**config.mk**
```make
export PLATFORM = sky130hd
export DESIGN_NAME = keypad_entry_capture
export DESIGN_NICKNAME = d
export VERILOG_FILES = /design/src/rtl/keypad_entry_capture.sv
export SDC_FILE = /design/constraint.sdc
export NUM_CORES = 1
export LEC_CHECK = 0
export BUFFER_PORTS_ARGS = -buffer_cell sky130_fd_sc_hd__buf_2
export CELL_PAD_IN_SITES_DETAIL_PLACEMENT = 0
export CELL_PAD_IN_SITES_GLOBAL_PLACEMENT = 1
export CORE_UTILIZATION = 39
export CTS_BUF_LIST = sky130_fd_sc_hd__clkbuf_8
export DETAILED_ROUTE_END_ITERATION = 6
export PLACE_DENSITY = 0.76
export SETUP_SLACK_MARGIN = 0.4
export SLEW_MARGIN = 20
export SYNTH_ARGS = -nofsm -noshare
export SYNTH_HDL_FRONTEND = slang
export SYNTH_SLANG_ARGS = --single-unit
```
**constraint.sdc**
```tcl
create_clock -name clock -period 2.55 [get_ports clock]
set_input_delay 0.255 -clock clock [delete_from_list [all_inputs] [get_ports clock]]
set_output_delay 0.255 -clock clock [all_outputs]
set_load 0.1 [all_outputs]
```
**src/rtl/keypad_entry_capture.sv**
```systemverilog
// keypad_entry_capture: conditions the active-low push buttons (2-flop sync +
// debounce), accepts one clean single-key press at a time and shifts each
// accepted digit into a packed one-hot store feeding the 7-segment decoder.
// Entry progress is tracked by a small FSM that signals completion or an
// inter-key timeout to the lock controller.
module keypad_entry_capture #(
  parameter int KEY_WIDTH       = 4,
  parameter int DIGIT_NUMBERS   = 6,
  parameter int PASSWORD_LENGTH = 4,
  parameter int DEBOUNCE_CYCLES = 500000,
  parameter int TIMEOUT_CYCLES  = 250000000
) (
  input  logic                                 clock,
  input  logic                                 reset,
  input  logic [KEY_WIDTH-1:0]                 key_n,
  input  logic                                 enable,
  input  logic                                 clearEntry,
  output logic [KEY_WIDTH*DIGIT_NUMBERS-1:0]   keyValueStore,
  output logic [$clog2(PASSWORD_LENGTH+1)-1:0] keyCount,
  output logic                                 keyPressed,
  output logic                                 entryDone,
  output logic                                 entryTimeout
);

  localparam int STORE_W = KEY_WIDTH * DIGIT_NUMBERS;
  localparam int CNT_W   = $clog2(PASSWORD_LENGTH + 1);
  localparam int DB_W    = (DEBOUNCE_CYCLES > 0) ? $clog2(DEBOUNCE_CYCLES + 1) : 1;
  localparam int TM_W    = (TIMEOUT_CYCLES > 1) ? $clog2(TIMEOUT_CYCLES) : 1;

  localparam logic [DB_W-1:0]  DB_MAX  = DB_W'(DEBOUNCE_CYCLES);
  localparam logic [TM_W-1:0]  TM_LAST = TM_W'(TIMEOUT_CYCLES - 1);
  localparam logic [CNT_W-1:0] PW_LEN  = CNT_W'(PASSWORD_LENGTH);

  typedef enum logic [1:0] {IDLE, ENTRY, DONE, TIMEOUT} state_t;

  // Input conditioning state
  logic [KEY_WIDTH-1:0] sync1_q, sync1_d, sync2_q, sync2_d;
  logic [KEY_WIDTH-1:0] cand_q, cand_d;
  logic [KEY_WIDTH-1:0] debounced_q, debounced_d;
  logic [KEY_WIDTH-1:0] prev_db_q, prev_db_d;
  logic [DB_W-1:0]      db_cnt_q, db_cnt_d;

  // Entry FSM state and registered outputs
  state_t               state_q, state_d;
  logic [STORE_W-1:0]   store_q, store_d;
  logic [CNT_W-1:0]     count_q, count_d;
  logic [TM_W-1:0]      timer_q, timer_d;
  logic                 pressed_q, pressed_d;
  logic                 done_q, done_d;
  logic                 tmo_q, tmo_d;

  logic                 press_hit;
  logic [STORE_W-1:0]   digit_ext;
  logic [STORE_W-1:0]   store_shift;
  logic [CNT_W-1:0]     count_inc;

  // Synchroniser and debounce: a candidate must stay unchanged long enough
  // before it is promoted to the debounced vector; the counter saturates.
  always_comb begin
    sync1_d     = ~key_n;
    sync2_d     = sync1_q;
    cand_d      = cand_q;
    db_cnt_d    = db_cnt_q;
    debounced_d = debounced_q;
    prev_db_d   = debounced_q;
    if (sync2_q != cand_q) begin
      cand_d   = sync2_q;
      db_cnt_d = '0;
    end else if (db_cnt_q != DB_MAX) begin
      db_cnt_d = db_cnt_q + 1'b1;
    end else begin
      debounced_d = cand_q;
    end
  end

  // A press is a transition from all-released straight to exactly one key;
  // chords and partial releases never qualify.
  always_comb begin
    press_hit = (prev_db_q == '0) && (debounced_q != '0) &&
                ((debounced_q & (debounced_q - 1'b1)) == '0);
    digit_ext = '0;
    digit_ext[KEY_WIDTH-1:0] = debounced_q;
    store_shift = (store_q << KEY_WIDTH) | digit_ext;
    count_inc   = count_q + 1'b1;
  end

  // Conditioning registers run independently of enable and the FSM so a key
  // held across a clear must be released before it can count again.
  always_ff @(posedge clock) begin
    if (reset) begin
      sync1_q     <= '0;
      sync2_q     <= '0;
      cand_q      <= '0;
      db_cnt_q    <= '0;
      debounced_q <= '0;
      prev_db_q   <= '0;
    end else begin
      sync1_q     <= sync1_d;
      sync2_q     <= sync2_d;
      cand_q      <= cand_d;
      db_cnt_q    <= db_cnt_d;
      debounced_q <= debounced_d;
      prev_db_q   <= prev_db_d;
    end
  end

  // Entry FSM next state: clear/disable beats timeout, and a press on the
  // expiry cycle beats the timeout.
  always_comb begin
    state_d   = state_q;
    store_d   = store_q;
    count_d   = count_q;
    timer_d   = timer_q;
    pressed_d = 1'b0;
    done_d    = 1'b0;
    tmo_d     = 1'b0;
    if (clearEntry || !enable) begin
      state_d = IDLE;
      store_d = '0;
      count_d = '0;
      timer_d = '0;
    end else begin
      case (state_q)
        IDLE: begin
          store_d = '0;
          count_d = '0;
          timer_d = '0;
          if (press_hit) begin
            store_d   = digit_ext;
            count_d   = CNT_W'(1);
            pressed_d = 1'b1;
            if (PASSWORD_LENGTH == 1) begin
              state_d = DONE;
              done_d  = 1'b1;
            end else begin
              state_d = ENTRY;
            end
          end
        end
        ENTRY: begin
          if (press_hit) begin
            store_d   = store_shift;
            count_d   = count_inc;
            timer_d   = '0;
            pressed_d = 1'b1;
            if (count_inc == PW_LEN) begin
              state_d = DONE;
              done_d  = 1'b1;
            end
          end else if (timer_q == TM_LAST) begin
            state_d = TIMEOUT;
            tmo_d   = 1'b1;
            store_d = '0;
            count_d = '0;
            timer_d = '0;
          end else begin
            timer_d = timer_q + 1'b1;
          end
        end
        DONE: begin
          timer_d = '0;
        end
        TIMEOUT: begin
          store_d = '0;
          count_d = '0;
          timer_d = '0;
        end
        default: begin
          state_d = IDLE;
          store_d = '0;
          count_d = '0;
          timer_d = '0;
        end
      endcase
    end
  end

  // Entry FSM state register and registered outputs
  always_ff @(posedge clock) begin
    if (reset) begin
      state_q   <= IDLE;
      store_q   <= '0;
      count_q   <= '0;
      timer_q   <= '0;
      pressed_q <= 1'b0;
      done_q    <= 1'b0;
      tmo_q     <= 1'b0;
    end else begin
      state_q   <= state_d;
      store_q   <= store_d;
      count_q   <= count_d;
      timer_q   <= timer_d;
      pressed_q <= pressed_d;
      done_q    <= done_d;
      tmo_q     <= tmo_d;
    end
  end

  assign keyValueStore = store_q;
  assign keyCount      = count_q;
  assign keyPressed    = pressed_q;
  assign entryDone     = done_q;
  assign entryTimeout  = tmo_q;

endmodule

```
==> flow_metrics.tcl, run 1 <==
set metrics [dict create \
    outcome "finished clean" \
    wl_met3_um 263 \
    ys_top_cells_by_area "dfxtp_1, nor2_1, xnor2_1" \
    min_path_type "input pin to register" \
    multi_input_area_um2 2112 \
    routed.top_layer "met4" \
    die-area_um2 11030 \
    drtIter0Drc 169 \
    dpl.cell_count 599 \
    routed-via-count 3170 \
    final_cells 622 \
    slowest_stage "or4_4" \
    critical_path_class "register to register" \
    gp_congestion 0.7604 \
    skew_ns 0.01009 \
    wl_per_cell_um 13.15 \
    cts_sinks 99 \
    htree_levels 3 \
    finalCritPeriodShare 0.8241 \
    finalMaxSlewViolations 0 \
    routed_wl_um 8179 \
    critPathArrivalTime_ns 2.38 \
    synth_cell_types 49 \
    ys.flop_type "dfxtp_1" \
    finalCriticalPeriod_ns 2.101 \
    drt_pass1_iterations 4 \
    clkLatencyLatePin_ns 0.37 \
    vias_per_cell 5.096 \
    critical_path_buf_inv_count 1 \
    clk_pin_slew_ns 0.10 \
    synth_area_um2 4139 \
    drt-met1-wl_um 3977 \
    slowest_delay_ns 0.54 \
    grt_max_degree 42 \
    synth_enable_flop_cells 0 \
    initial_utilization 0.4009 \
    postRouteAntennaNets 0 \
    tightestPinTransition_ns 0.7089 \
    required_ns 2.82 \
    clockBufferDepth 2 \
    cts-buffers-inserted 9 \
    seq_area_frac_synth 0.4788 \
    antenna_found_initial 0 \
    syn_nets 452 \
    dp_hpwl_um 5414 \
    synthToLayoutAreaGrowth_pct 16.08 \
    finalHoldViolCount 0 \
    fp-row-count 37 \
    drc 0 \
    setup_viol 0 \
    yosys-top-cells-count "dfxtp_1, nor2_1, nand2_1" \
    cts_tree "built" \
    crit_path_end_kind "register" \
    ys_warn_count 0 \
    tns_ns 0 \
    grt_use_total 0.1596 \
    crit_family "simple AND/OR/NAND/NOR gates" \
    die_h_um 105.0 \
    wl_met2_um 3803 \
    max-cap-violations 0 \
    synth_top_area_share 0.4788 \
    yosysMostFrequentCell "dfxtp_1" \
    leakagePower_uw 0.001705 \
    setup.worst_path.start_class "register" \
    cp_max_fo 7 \
    ir_worst_vdd_mv 0.4387 \
    grt_pass1_wl_um 14170 \
    relSlewSlack 0.5249 \
    worstPathCellList "or3_1 > or4_4 > nor3_4 > buf_12 > nor3_2 > a32o_1" \
    die_w_um 105.0 \
    syn_inst 435 \
    port_buffers 37 \
    ios 38 \
    ys_async_sr_fraction 0 \
    rsz0062_at_grt "yes" \
    fmax_ghz 0.4759 \
    cts-root-buf "clkbuf_8" \
    core_area_um2 10320 \
    grt_pass1_vias 3107 \
    power.density_nw_per_um2 537.8 \
    grt_overflow_total 0 \
    fill_cells 987 \
    avgSynthCellArea_um2 9.515 \
    diodes 0 \
    drive_gt1_frac 0.1914 \
    synth_top_area_cell "dfxtp_1" \
    ys_ff_latch 99 \
    regArea_um2 1988 \
    fin_nets 498 \
]
[placed cells by master, fill, tap and decap left out, types with 10 or more instances in the layout]
cell     synthesis  layout
xor2_1          21      21
nand3_1         18      17
mux2i_1         10      10
nand2_1         32      32
xnor2_1         22      22
inv_1           12      12
buf_2            3      37
nor3_1          11      10
nor2_1          67      66
nor2b_1         13      13
nand4_1         14      14
a32o_1          17      17
dfxtp_1         99      94
[worst paths after layout]
kind	start	to	slack, ns	cells past startpoint
setup / recovery	timer_q[24]	keyValueStore[13]	0.45	6
hold / removal	reset	sync1_q[2]	0.27	2
setup reg to reg	timer_q[24]	keyValueStore[13]	0.45	6
hold reg to reg	sync1_q[3]	sync2_q[3]	0.46	1
[per-layer routing]
metal  GRT usage  vias to the layer above
li1            -                     1613
met1      0.1980                     1503
met2      0.2569                       43
met3     0.05053                       11
met4     0.06237                        0
met5           0                        -
[stage by stage]
| stage | hold slack [ns] | power (µW) | worst slack [ns] | instance area, µm² | utilization |
|---|---|---|---|---|---|
| 2_1_floorplan | 0.3217 | 1635 | 0.5666 | 4139 | - |
| 3_3_place_gp | 0.4082 | 1650 | 0.3228 | 4483 | 0.4343 |
| 3_5_place_dp | 0.4148 | 1652 | 0.2726 | 4483 | 0.4343 |
| 4_1_cts | 0.2458 | 2629 | 0.4304 | 4741 | 0.4592 |
| 5_1_grt | 0.2527 | 2697 | 0.3868 | 4805 | 0.4654 |
| 6_report | 0.2680 | 2584 | 0.4486 | 4805 | 0.4654 |
[kinds of logic after synthesis]
family                   after synthesis  synth area share
AND/OR/NAND/NOR                      207            0.2690
flip-flops                            99            0.4788
XOR/XNOR                              43           0.09099
AO/OA/AOI/OAI                         38           0.07799
buffers and inverters                 28           0.02902
multiplexers                          11           0.02691
adder cells (fa/ha/maj)                9           0.02721
[repair_timing]
action                                  CTS  global route
pin swaps                                 1             6
buffers inserted                          0             1
hold buffers                              4             0
hold endpoints to repair                  4             0
cloned                                    1             1
endpoints found under the setup margin   56            52
gates resized for setup                   4            10
[worst register-to-register path, stage by stage, from the launching register on]
cell     delay [ns]
dfxtp_2        0.35
or3_1          0.37
or4_4          0.54
nor3_4         0.24
buf_12         0.14
nor3_2         0.10
a32o_1         0.27
[flip-flops by register name, indices dropped and copies added, names as in the netlist]
name           flops
timer_q           28
keyPressed         1
state_q            2
keyValueStore     24
sync1_q            4
entryDone          1
keyCount           3
entryTimeout       1
debounced_q        4
cand_q             4
prev_db_q          4
sync2_q            4
db_cnt_q          19
[area by class of cell]
type                    instances  area share
inverters                      12    0.009375
repair buffers                 49     0.06276
clock inverters                 7     0.01328
multi-input cells             310      0.4396
well taps                     136     0.03542
clock buffers                   9     0.02578
flip-flops and latches         99      0.4138
[power breakdown]
group / leakage, µW / switching (µW) / internal (µW)
sequential: 0.000802 / 6.70 / 1560
clock: 0.0000975 / 583 / 381
combinational: 0.000806 / 35.3 / 22.8
total: 0.00171 / 625 / 1960
Note: power is estimated with default switching activity, not from simulation.
==> run 2: changes to the inputs <==
--- a/config.mk
+++ b/config.mk
@@ -5,13 +5,14 @@
 export SDC_FILE = /design/constraint.sdc
 export NUM_CORES = 1
 export LEC_CHECK = 0
+export ABC_AREA = 1
 export BUFFER_PORTS_ARGS = -buffer_cell sky130_fd_sc_hd__buf_2
 export CELL_PAD_IN_SITES_DETAIL_PLACEMENT = 0
 export CELL_PAD_IN_SITES_GLOBAL_PLACEMENT = 1
 export CORE_UTILIZATION = 39
 export CTS_BUF_LIST = sky130_fd_sc_hd__clkbuf_8
 export DETAILED_ROUTE_END_ITERATION = 6
-export PLACE_DENSITY = 0.76
+export PLACE_DENSITY = 0.79
 export SETUP_SLACK_MARGIN = 0.4
 export SLEW_MARGIN = 20
 export SYNTH_ARGS = -nofsm -noshare
==> constraint.sdc (replaced) <==
create_clock -name clock -period 2.2 [get_ports clock]
set_input_delay 0.22 -clock clock [delete_from_list [all_inputs] [get_ports clock]]
set_output_delay 0.22 -clock clock [all_outputs]
set_load 0.1 [all_outputs]
==> flow_metrics.tcl, run 2 <==
set metrics [dict create \
    outcome "finished clean" \
    cp_max_fo 7 \
    synth_top_area_cell "dfxtp_1" \
    port_buffers 37 \
    layout_commonest_cell "nand2_1" \
    hold_slack_ns 0.1986 \
    postRouteAntennaNets 0 \
    finalHoldViolCount 0 \
    ir_worst_vdd_mv 0.4216 \
    gp_congestion 0.8428 \
    tns_ns 0 \
    max-cap-violations 0 \
    setup.worst_path.start_class "register" \
    largest-register "timer_q" \
    power.density_nw_per_um2 538.5 \
    finalCriticalPeriod_ns 1.666 \
    relSlewSlack 0.6732 \
    grt_pass1_wl_um 18450 \
    yosysMostFrequentCell "nand2_1" \
    ys_ff_latch 99 \
    dp_hpwl_um 7440 \
    drt_pass1_iterations 5 \
    rr_endpoint "keyValueStore[16]" \
    fp-row-count 40 \
    ios 38 \
    required_ns 2.48 \
    die_h_um 115.2 \
    critPathArrivalTime_ns 1.94 \
    hold_start "reset" \
    dpl.cell_count 900 \
    synth_top_area_share 0.3969 \
    antenna_found_initial 0 \
    synth_area_um2 4994 \
    cts_tree "built" \
    die-area_um2 13260 \
    drc 0 \
    cts-root-buf "clkbuf_8" \
    htree_levels 3 \
    largest_reg_flops 28 \
    synth_enable_flop_cells 0 \
    worstRegToRegCells 10 \
    grt_max_degree 55 \
    mostFrequentLayoutCells "nand2_1, nor2_1, dfxtp_1" \
    clockBufferDepth 2 \
    crit-reg2reg-launch "timer_q[0]" \
    clk_pin_slew_ns 0.09 \
    ys_async_sr_fraction 0 \
    finalCritPeriodShare 0.7575 \
    ys_top_cells_by_area "dfxtp_1, nand2_1, nor2_1" \
    cts_sinks 99 \
    avgSynthCellArea_um2 7.033 \
    tightestPinTransition_ns 0.4937 \
    routed_wl_um 11570 \
    initial_utilization 0.4072 \
    synthToLayoutAreaGrowth_pct 16.21 \
    grt_use_total 0.1757 \
    grt_pass1_vias 4023 \
    finalMaxSlewViolations 0 \
    fmax_ghz 0.6001 \
    setup_viol 0 \
    fin_nets 781 \
    ys.flop_type "dfxtp_1" \
    routed-via-count 4592 \
    drtIter0Drc 227 \
    fill_cells 1261 \
    worst_hold_path.endpoint "sync1_q[2]" \
    cts-buffers-inserted 9 \
    synth_cell_types 42 \
    critical_path_class "register to register" \
    drive_gt1_frac 0.1795 \
    min_path_type "input pin to register" \
    diodes 0 \
    skew_ns 0.01194 \
    leakagePower_uw 0.002421 \
    final_util 0.4733 \
    grt_overflow_total 0 \
    vias_per_cell 4.901 \
    clkLatencyLatePin_ns 0.38 \
    die_w_um 115.2 \
    min_path_cells 2 \
    syn_inst 710 \
    final_cells 937 \
    ys_warn_count 0 \
    rsz0062_at_grt "no" \
    crit_path_end_kind "register" \
    core_area_um2 12260 \
    yosys-top-cells-count "nand2_1, nor2_1, dfxtp_1" \
    seq_area_frac_synth 0.3969 \
    wl_per_cell_um 12.35 \
    syn_nets 727 \
    ff2ff_setup_slack_ns 0.53 \
]
[run 2: worst max-delay path by stage]
stage / endpoint / startpoint / slack (ns) / depth (start not counted)
2_1_floorplan: state_q[0] / keyCount[2] / 0.49 / 8
3_3_place_gp: keyValueStore[6] / timer_q[0] / 0.30 / 10
3_5_place_dp: keyCount[2] / timer_q[0] / 0.24 / 10
4_1_cts: timer_q[2] / timer_q[0] / 0.38 / 8
5_1_grt: db_cnt_q[16] / db_cnt_q[0] / 0.38 / 8
6_report: keyValueStore[16] / timer_q[0] / 0.53 / 10
[run 2: layout make-up]
cell class              count  area [µm²]  area share
clock buffers              11       151.4     0.02609
well taps                 168       210.2     0.03622
repair buffers             55       367.9     0.06339
clock inverters             5       60.06     0.01035
inverters                  80       300.3     0.05175
multi-input cells         519        2719      0.4685
flip-flops and latches     99        1994      0.3437
[run 2: power by group]
| part | total (µW) | switching [µW] | internal, µW |
|---|---|---|---|
| Clock | 1240 | 649 | 595 |
| Sequential | 1810 | 8.46 | 1800 |
| Combinational | 71.5 | 47.5 | 24.0 |
[run 2: routing by layer]
metal  vias up  GRT usage  part of all wire
li1       2368          -                 -
met1      2131     0.2190              0.47
met2        80     0.3000              0.48
met3        13    0.04059             0.032
met4         0    0.05541             0.015
met5         -          0                 0
[run 2: cell families after synthesis]
kind of cell,synth area share
simple gates,0.3874
buf+inv,0.09195
flops,0.3969
compound gates,0.07492
xor+xnor,0.02631
fa+ha+maj,0.02255
[run 2: critical path, cell delays in order, from the launching register on]
cell	delay [ns]
dfxtp_4	0.37
ha_2	0.18
nand2_2	0.10
nor2_8	0.14
nand3_2	0.10
nor2_4	0.16
nand2_4	0.13
nand3_4	0.18
nand3_1	0.10
nand2_1	0.07
nor2_1	0.04
[run 2: metrics by stage]
step                setup slack (ns)  instance area [µm²]  power (µW)
finish                        0.5336                 5803        3125
global route                  0.3842                 5803        3261
CTS                           0.3844                 5564        3180
detailed placement            0.2357                 5285        1919
global placement              0.2966                 5285        1916
floorplan                     0.4867                 4996        1898
[run 2: what timing repair did]
item / 4_1_cts / 5_1_grt
pin swaps: 2 / 12
hold buffers: 4 / 0
endpoints found under the setup margin: 27 / 61
resized for setup: 1 / 20
buffers inserted: 0 / 9
endpoints found under the hold margin: 4 / 0
cloned: 2 / 6
==> run 3: changes to the inputs <==
==> constraint.sdc (replaced) <==
create_clock -name clock -period 1.56 [get_ports clock]
set_input_delay 0.156 -clock clock [delete_from_list [all_inputs] [get_ports clock]]
set_output_delay 0.156 -clock clock [all_outputs]
set_load 0.1 [all_outputs]
==> flow_metrics.tcl, run 3 (same netlist as run 2, synthesis figures left out) <==
set metrics [dict create \
    outcome "finished, violations left" \
    failed_checks "negative setup slack" \
    ir_worst_vdd_mv 0.3799 \
    antenna_found_initial 0 \
    routed-via-count 4877 \
    dp_hpwl_um 7990 \
    critPathArrivalTime_ns 1.92 \
    tns_ns -0.6325 \
    power.density_nw_per_um2 585.2 \
    gp_congestion 0.7990 \
    min_path_type "input pin to register" \
    required_ns 1.84 \
    diodes 0 \
    finalHoldViolCount 0 \
    total_power_uw 4521 \
    slowest_delay_ns 0.37 \
    layout_commonest_cell "nand2_1" \
    cts-root-buf "clkbuf_8" \
    skew_ns 0.01603 \
    finalCriticalPeriod_ns 1.643 \
    fp-row-count 40 \
    slowest_stage "dfxtp_4" \
    endpoint "keyValueStore[7]" \
    crit_path_end_kind "register" \
    drt_pass1_iterations 5 \
    drive_gt1_frac 0.4594 \
    grt-busiest-layer "met2" \
    largest-register "timer_q" \
    ff2ff_setup_slack_ns -0.08 \
    critPathLaunch "timer_q[1]" \
    fin_area_um2 7725 \
    worstRegToRegCells 12 \
    worst_slack_ns -0.08325 \
    drtIter0Drc 210 \
    htree_levels 3 \
    fin_nets 850 \
    vias_per_cell 4.848 \
    finalCritPeriodShare 1.053 \
    grt_max_degree 35 \
    mostFrequentLayoutCells "nand2_1, nor2_1, inv_1" \
    grt_use_total 0.1968 \
    tightestPinTransition_ns 0.3737 \
    drc 0 \
    largest_reg_flops 28 \
    worstPathCellList "ha_4 > nand2_4 > nor2_8 > nand3_2 > nor2_2 > nand2_2 > nand3_4 > buf_6 > buf_12 > nand3_1 > nand2_1 > nor2_1" \
    grt_pass1_vias 4647 \
    die_w_um 115.2 \
    postRouteAntennaNets 0 \
    dpl_cell_area_um2 5748 \
    leakagePower_uw 0.003331 \
    clk_pin_slew_ns 0.11 \
    grt_pass1_wl_um 20690 \
    synthToLayoutAreaGrowth_pct 54.70 \
    gr-usage-met2 0.3574 \
    routed_wl_um 13540 \
    critical_path_class "register to register" \
    crit-reg2reg-launch "timer_q[1]" \
    rsz0062_at_grt "yes" \
    cp_max_fo 7 \
    final_util 0.6300 \
    relSlewSlack 0.7490 \
    rr_endpoint "keyValueStore[7]" \
    port_buffers 37 \
    cts_tree "built" \
    setup_viol 19 \
    die-area_um2 13260 \
    initial_utilization 0.4072 \
    grt.met1_usage 0.2232 \
    cts-buffers-inserted 9 \
    clkLatencyLatePin_ns 0.39 \
    wl_per_cell_um 13.46 \
    grt_overflow_total 0 \
    core_area_um2 12260 \
    met3_usage 0.04744 \
    finalMaxSlewViolations 0 \
    fmax_ghz 0.6086 \
    cts_sinks 99 \
    ios 38 \
    die_h_um 115.2 \
    clockBufferDepth 2 \
    max-cap-violations 0 \
    setup.worst_path.start_class "register" \
]
-- run 3: critical path: cells and delay by family (launching register included) --
family,cells,cell delay [ns]
adder cells (fa/ha/maj),1,0.14
flip-flops,1,0.37
AND/OR/NAND/NOR,9,0.75
buffers and inverters,2,0.26
-- run 3: what timing repair did --
action                     CTS  global route
gates resized for setup    187           147
gates cloned                 4             6
setup buffers               32            20
hold buffers                 4             0
setup endpoints to repair  110            90
pin swaps                   32            54
hold endpoints to repair     4             0
-- run 3: area by class of cell --
type,instances,area (µm²)
clock buffers,9,123.9
repair buffers,131,1679
clock inverters,7,85.08
well taps,168,210.2
repair inverters,1,11.26
multi-input cells,511,3193
flip-flops and latches,99,2093
inverters,80,329.1
fillers,1023,4537
-- run 3: power breakdown --
part           internal, µW  leakage (µW)  total (µW)  switching (µW)
sequential             2520      0.000833        2530            13.1
clock                   783      0.000109        1800            1020
combinational          84.2       0.00239         191             106
-- run 3: layer usage --
| layer | vias up | part of all wire | wire length [µm] |
|---|---|---|---|
| met5 | - | 0 | 0 |
| met2 | 92 | 0.52 | 7058 |
| met1 | 2262 | 0.42 | 5659 |
| li1 | 2501 | - | - |
| met3 | 22 | 0.035 | 469 |
| met4 | 0 | 0.026 | 352 |
-- run 3: how the worst min path moves through the flow --
stage | startpoint | cells past startpoint | to | slack [ns]
2_1_floorplan | key_n[3] | 1 | sync1_q[3] | 0.22
3_3_place_gp | key_n[3] | 2 | sync1_q[3] | 0.31
3_5_place_dp | key_n[3] | 2 | sync1_q[3] | 0.31
4_1_cts | reset | 4 | debounced_q[2] | 0.009
5_1_grt | reset | 4 | debounced_q[2] | 0.05
6_report | reset | 4 | debounced_q[2] | 0.02
-- run 3: stage by stage --
stage | worst slack [ns] | hold WS [ns] | cells
CTS | 0.02341 | 0.008809 | 980
finish | -0.08325 | 0.02190 | 1006
detailed placement | -0.04909 | 0.3128 | 924
global route | -0.1553 | 0.04620 | 1006
floorplan | 0.05205 | 0.2227 | 710
global placement | -0.002452 | 0.3071 | 924
